[src/rtl/neural_input_loader_pkg.sv]
// Loader FSM state encodings shared with control_unit, plus a channel-index width helper.
package neural_input_loader_pkg;

  localparam logic [2:0] LDR_IDLE    = 3'd0;
  localparam logic [2:0] LDR_FETCH   = 3'd1;
  localparam logic [2:0] LDR_LAND    = 3'd2;
  localparam logic [2:0] LDR_PRESENT = 3'd3;
  localparam logic [2:0] LDR_DONE    = 3'd4;

  function automatic int chan_w(input int sx);
    return (sx > 1) ? $clog2(sx) : 1;
  endfunction

endpackage

[src/rtl/neural_input_loader_bank.sv]
// SX-word sample register bank; full rises with the last channel write, clears on transfer.
module input_bank #(
  parameter int N  = 16,
  parameter int SX = 2
) (
  input  logic            clk_i,
  input  logic            rst_ni,
  input  logic [SX-1:0]   we_i,
  input  logic [N-1:0]    wdata_i,
  input  logic            clr_i,
  output logic [N*SX-1:0] data_o,
  output logic            full_o
);

  logic [SX-1:0][N-1:0] data_q;
  logic                 full_q;

  for (genvar k = 0; k < SX; k++) begin : g_ch
    always_ff @(posedge clk_i or negedge rst_ni) begin
      if (!rst_ni)       data_q[k] <= '0;
      else if (we_i[k])  data_q[k] <= wdata_i;
    end
  end

  always_ff @(posedge clk_i or negedge rst_ni) begin
    if (!rst_ni)            full_q <= 1'b0;
    else if (we_i[SX-1])    full_q <= 1'b1;
    else if (clr_i)         full_q <= 1'b0;
  end

  assign data_o = data_q;
  assign full_o = full_q;

endmodule

[src/rtl/neural_input_loader.sv]
// Batch sample loader: reads SX words per sample from x RAM, presents them on nx with valid/ready.
// Define NEURAL_LOADER_DOUBLE_BUF_EN for ping-pong banks (fetch overlaps presentation).
module neural_input_loader
  import neural_input_loader_pkg::*;
#(
  parameter int A  = 32,
  parameter int N  = 16,
  parameter int SX = 2
) (
  input  logic            clk_i,
  input  logic            rst_ni,
  input  logic            start_i,
  input  logic [N-1:0]    batch_i,
  input  logic [A-1:0]    base_i,
  input  logic [N-1:0]    bus_i,
  output logic [A-1:0]    x_addr_o,
  output logic            e_x_o,
  output logic [N*SX-1:0] nx_o,
  output logic            nx_valid_o,
  input  logic            nx_ready_i,
  output logic            busy_o,
  output logic            done_o,
  output logic [N-1:0]    sample_idx_o
);

`ifdef NEURAL_LOADER_DOUBLE_BUF_EN
  localparam int   NB  = 2;
  localparam logic DBL = 1'b1;
`else
  localparam int   NB  = 1;
  localparam logic DBL = 1'b0;
`endif
  localparam int CW = chan_w(SX);

  logic [2:0]    state_q, state_d;
  logic [CW-1:0] ch_q, ch_d, cap_ch_q, cap_ch_d;
  logic [A-1:0]  addr_q, addr_d;
  logic [N-1:0]  batch_q, batch_d, fcnt_q, fcnt_d, sidx_q, sidx_d;
  logic          fb_q, fb_d, pres_q, pres_d, cap_bank_q, cap_bank_d, cap_vld_q, cap_vld_d;

  logic [NB-1:0][N*SX-1:0] bank_data;
  logic [NB-1:0][SX-1:0]   bank_we;
  logic [NB-1:0]           bank_full, bank_clr, bank_free;
  logic                    xfer, last, more;

  for (genvar b = 0; b < NB; b++) begin : g_bank
    assign bank_clr[b]  = xfer && (pres_q == 1'(b));
    // A bank being handed off this cycle may be refilled starting next cycle.
    assign bank_free[b] = !bank_full[b] || bank_clr[b];
    input_bank #(.N(N), .SX(SX)) u_bank (
      .clk_i   (clk_i),
      .rst_ni  (rst_ni),
      .we_i    (bank_we[b]),
      .wdata_i (bus_i),
      .clr_i   (bank_clr[b]),
      .data_o  (bank_data[b]),
      .full_o  (bank_full[b])
    );
  end

  always_comb begin
    bank_we = '0;
    if (cap_vld_q) bank_we[cap_bank_q][cap_ch_q] = 1'b1;
  end

  assign nx_valid_o   = bank_full[pres_q];
  assign nx_o         = bank_data[pres_q];
  assign xfer         = nx_valid_o && nx_ready_i;
  assign last         = (sidx_q == batch_q - N'(1));
  assign more         = (fcnt_q != batch_q);
  assign x_addr_o     = addr_q;
  // Bus stays enabled through the capture cycle that trails the last address.
  assign e_x_o        = (state_q == LDR_FETCH) || cap_vld_q;
  assign busy_o       = (state_q == LDR_FETCH) || (state_q == LDR_LAND) || (state_q == LDR_PRESENT);
  assign done_o       = (state_q == LDR_DONE);
  assign sample_idx_o = sidx_q;

  always_comb begin
    state_d    = state_q;
    ch_d       = ch_q;
    addr_d     = addr_q;
    batch_d    = batch_q;
    fcnt_d     = fcnt_q;
    sidx_d     = sidx_q;
    fb_d       = fb_q;
    pres_d     = pres_q;
    cap_vld_d  = 1'b0;
    cap_ch_d   = cap_ch_q;
    cap_bank_d = cap_bank_q;
    if (xfer) begin
      pres_d = pres_q ^ DBL;
      sidx_d = sidx_q + N'(1);
    end
    case (state_q)
      LDR_IDLE: if (start_i) begin
        batch_d = batch_i;
        addr_d  = base_i;
        fcnt_d  = '0;
        sidx_d  = '0;
        ch_d    = '0;
        fb_d    = 1'b0;
        pres_d  = 1'b0;
        state_d = (batch_i == '0) ? LDR_DONE : LDR_FETCH;
      end
      LDR_FETCH: begin
        cap_vld_d  = 1'b1;
        cap_ch_d   = ch_q;
        cap_bank_d = fb_q;
        addr_d     = addr_q + A'(1);
        if (ch_q == CW'(SX - 1)) begin
          ch_d    = '0;
          fcnt_d  = fcnt_q + N'(1);
          state_d = LDR_LAND;
        end else begin
          ch_d = ch_q + CW'(1);
        end
      end
      LDR_LAND: begin
        fb_d = fb_q ^ DBL;
        if (DBL && more && bank_free[fb_q ^ 1'b1]) state_d = LDR_FETCH;
        else                                        state_d = LDR_PRESENT;
      end
      LDR_PRESENT: if (more && bank_free[fb_q]) state_d = LDR_FETCH;
      LDR_DONE:    state_d = LDR_IDLE;
      default:     state_d = LDR_IDLE;
    endcase
    if (xfer && last) begin
      state_d = LDR_DONE;
      sidx_d  = '0;
    end
  end

  always_ff @(posedge clk_i or negedge rst_ni) begin
    if (!rst_ni) begin
      state_q    <= LDR_IDLE;
      ch_q       <= '0;
      addr_q     <= '0;
      batch_q    <= '0;
      fcnt_q     <= '0;
      sidx_q     <= '0;
      fb_q       <= 1'b0;
      pres_q     <= 1'b0;
      cap_vld_q  <= 1'b0;
      cap_ch_q   <= '0;
      cap_bank_q <= 1'b0;
    end else begin
      state_q    <= state_d;
      ch_q       <= ch_d;
      addr_q     <= addr_d;
      batch_q    <= batch_d;
      fcnt_q     <= fcnt_d;
      sidx_q     <= sidx_d;
      fb_q       <= fb_d;
      pres_q     <= pres_d;
      cap_vld_q  <= cap_vld_d;
      cap_ch_q   <= cap_ch_d;
      cap_bank_q <= cap_bank_d;
    end
  end

endmodule

[config.mk]
export PLATFORM = sky130hd
export DESIGN_NAME = neural_input_loader
export DESIGN_NICKNAME = d
export VERILOG_FILES = /design/src/rtl/neural_input_loader_pkg.sv /design/src/rtl/neural_input_loader_bank.sv /design/src/rtl/neural_input_loader.sv
export SDC_FILE = /design/constraint.sdc
export NUM_CORES = 1
export LEC_CHECK = 0
export BUFFER_PORTS_ARGS = -buffer_cell sky130_fd_sc_hd__buf_2
export CELL_PAD_IN_SITES_DETAIL_PLACEMENT = 0
export CELL_PAD_IN_SITES_GLOBAL_PLACEMENT = 1
export CORE_AREA = 2 2 115 145
export DETAILED_ROUTE_END_ITERATION = 7
export DIE_AREA = 0 0 117 147
export GPL_TIMING_DRIVEN = 0
export PLACE_DENSITY = 0.83
export REMOVE_ABC_BUFFERS = 1
export SLEW_MARGIN = 20
export SYNTH_ARGS = -nofsm -noshare
export SYNTH_HDL_FRONTEND = slang
export SYNTH_HIERARCHICAL = 1
export SYNTH_SLANG_ARGS = --single-unit
export TNS_END_PERCENT = 50
[constraint.sdc]
create_clock -name clk_i -period 3.48 [get_ports clk_i]
set_clock_uncertainty 0.05 [all_clocks]
set_input_delay 0.522 -clock clk_i [delete_from_list [all_inputs] [get_ports clk_i]]
set_output_delay 0.522 -clock clk_i [all_outputs]
set_load 0.01 [all_outputs]
==> impl_results.md <==
- Worst skew pair latency: slightly above 400 ps
- Most frequent cells in the layout: 158 x buf_2, 119 x dfrtp_1, 87 x nand2_1
- HPWL Detailed: between 10,000 and 15,000 um
- Fill cell count: approximately 1,500
- CTS Root Cell: clkbuf_16
- Initial Utilization: 0.3987
- Wire length per cell: ~16 um
- Worst Tran Pin Value: 974.1 ps
- Mapped Cells: 640
- Sw Share: 0.3679
- CP Capture Type: flop
- Die ar.: roughly 0.017 mm^2
- Setup TNS Final: 0 ps
- Multi-input logic area: between 0.003 and 0.004 mm^2
- Initial antenna violation count: 0
- Nets: 859
- Antenna cell count: 0
- Final wirelength: about 16,000 um
- Max Root-Sink Buffers: 2
- Global Route Usage Sum: 0.1938
- Total grt overflow: 0
- Power Internal: about 4400 uW
- Critical Path AT: about 3300 ps
- Vias in the first global route: between 5,000 and 6,000
- Share of layout cells above drive strength 1: 0.3041
- Worst-path fanout max: 19
- Row count: 52
- Final period utilization: 0.8805
- Number of flops mapped to enable cells by yosys: 0
- Maxcap violations: 0
- Largest net degree at the start of global routing: 73
- Placed cell areas: roughly 0.0073 mm^2
- Cell Chain, Critical Path: inv_1 > ha_1 > or4b_4 > o311ai_1 > o21ai_1 > o21ai_1 > and4_1 > o21bai_1
- Syn Area/Cell: a little under 10 um^2
- Fmax: about 330 MHz
- CTS tree: built
- DR iter-0 viols: 231
- Critical path type: reg2reg
- Num CTS Buffers: 17
- Final setup violation count: 0
- Placer Congestion: about 0.83
- Synth warn: 6
- Clk slew on worst S/H paths: roughly 60 ps
- Slowest stage delay, CP: between 700 and 800 ps
- Static Leak: 0.003776 uW
- Final Instance Area: between 0.007 and 0.008 mm^2
- Comb pwr share: 0.366
- Post-Syn Area: roughly 0.0064 mm^2
- Slowest library cell on the worst path: and4_1
- Final Critical Period: 3064 ps
- Post-DRT Antenna Nets: 0
- Top Ports: roughly 150
- Via/cell ratio: roughly 5.2
- Number of synthesized register bits: 119
- Die span in y: 147 um
- Htree depth: 4
- Via count: between 5,000 and 6,000
- Port Buf Inserts: 151
- # clock sinks: roughly 120
- Commonest non-fill, non-tap cell in the layout: buf_2
- Die Span X: ~120 um
- Startpoint Class: flop
- Final Slew Violations: 0
- Post-synthesis sequential area ratio: 0.4685
- Synth Flop Type: dfrtp_1
- Residual DRC: 0
- Post_cts resized: 0
- First-pass GRT wire length: about 26,000 um
- Worst path required time: approximately 3800 ps
- RSZ-0062 raised after global routing: no
- Core area: between 0.015 and 0.02 mm^2
- Net switching power: around 2600 uW
- Flop pwr share: 0.368
- Slew headroom: 0.3506
- Hold slack: around 260 ps
- Clock network fraction of total power: 0.266
- Reg area: approximately 0.0030 mm^2
- Yosys cell types: 55
- Pre-antenna DRT Iters: 4
- PD cells: 876.3 mW/mm^2
- Syn-to-layout area delta: 24.53%
- Maximum vdd drop: approximately 0.35 mV
- Crit path top cell by count: o21ai_1
- Hold Vio Cnt, Final: 0
- Status: finished clean
- Async set-reset flop share out of synthesis: 1.000
- Hold Path Class: in2reg
-- flip-flops by register name, summed over array words and instances (netlist names) --
name                  count
cap_vld_q                 1
state_q                   3
batch_q                  16
sample_idx_o             16
cap_ch_q                  1
fcnt_q                   16
g_bank.u_bank/data_o     32
x_addr_o                 32
g_bank.u_bank/full_o      1
ch_q                      1
-- power by group through the flow --
stage	Combinational, uW	Clock [uW]	Sequential (uW)
floorplan	1510	0	2620
finish	2540	1850	2550
detailed placement	2570	0	2560
global placement	2500	0	2550
global route	2810	1960	2650
CTS	2580	1890	2550
-- logic make-up (layout without fill, tap and decap cells) --
group	count (synthesis)	count (layout)	synth area share
buffers and inverters	49	208	0.04331
adders and majority gates	4	4	0.007874
muxes	34	34	0.07106
DFF	119	119	0.4685
and+or+nand+nor	281	281	0.2264
xor gates and xnor gates	62	62	0.08543
AOI/OAI and AO/OA	91	91	0.09744
-- layout make-up --
type,count,area share
Timing Repair Buffer,167,0.1141
Sequential cell,119,0.3762
Clock inverter,8,0.01850
Multi-Input combinational cell,472,0.3931
Clock buffer,23,0.05912
Inverter,10,0.004742
Tap cell,216,0.03414
-- final timing paths --
kind                                             from                    endpoint  slack, ps  depth (start not counted)
max                                        batch_q[0]                  state_q[2]        420                          8
min                                         base_i[5]                 x_addr_o[5]        260                          3
max reg2reg                                batch_q[0]                  state_q[2]        420                          8
min reg2reg                g_bank[0].u_bank/data_o[4]  g_bank[0].u_bank/data_o[4]        450                          1
max in group asynchronous                      rst_ni  g_bank[0].u_bank/data_o[3]       2090                          3
min in group asynchronous                      rst_ni            sample_idx_o[12]        570                          2
-- per-layer routing --
metal / part of all wire / vias up / wire (um) / track usage
met5: 0 / - / 0 / 0
met4: 0.021 / 0 / 333 / 0.06882
li1: - / 2570 / - / -
met2: 0.51 / 137 / 8121 / 0.3197
met1: 0.43 / 2529 / 6841 / 0.2475
met3: 0.041 / 25 / 650 / 0.04455
-- critical path: cells and delay by family, from the launching register on --
| kind | cells | cell delay (ps) |
|---|---|---|
| compound gates | 4 | 770 |
| flops | 1 | 440 |
| buf+inv | 1 | 120 |
| simple gates | 2 | 1330 |
| fa+ha+maj | 1 | 250 |
-- timing repair --
action                                  in CTS  in global routing
setup buffers                                0                  0
hold endpoints to repair                     2                  0
endpoints found under the setup margin       0                  0
hold buffers                                 1                  0
-- through the flow --
step	total power, uW	std cells	setup slack, ps	utilization
floorplan	4128	601	-5185	-
global placement	5050	968	-10990	0.4482
detailed placement	5127	983	413.7	0.4574
CTS	7016	1015	394.3	0.4965
global route	7421	1015	159.5	0.4965
finish	6936	1015	415.7	0.4965
-- synth_stat cells (all sizes together) (4+ instances only) --
library cell / number / share of area
a211oi: 10 / 0.012
a21oi: 15 / 0.012
a221o: 4 / 0.0063
a311oi: 8 / 0.011
a31oi: 7 / 0.0069
and2: 7 / 0.0069
and3: 18 / 0.018
and4: 5 / 0.0069
buf: 15 / 0.023
clkbuf: 24 / 0.014
dfrtp: 119 / 0.47
ha: 4 / 0.0079
inv: 10 / 0.0059
mux2: 32 / 0.068
nand2: 87 / 0.051
nand2b: 9 / 0.0089
nand3: 20 / 0.016
nand4: 21 / 0.021
nor2: 56 / 0.034
nor3: 32 / 0.032
nor4: 14 / 0.017
o21ai: 19 / 0.015
o22ai: 8 / 0.0079
o311ai: 6 / 0.0083
xnor2: 17 / 0.023
xor2: 45 / 0.062
No activity file was read; power rests on OpenSTA's default activity.
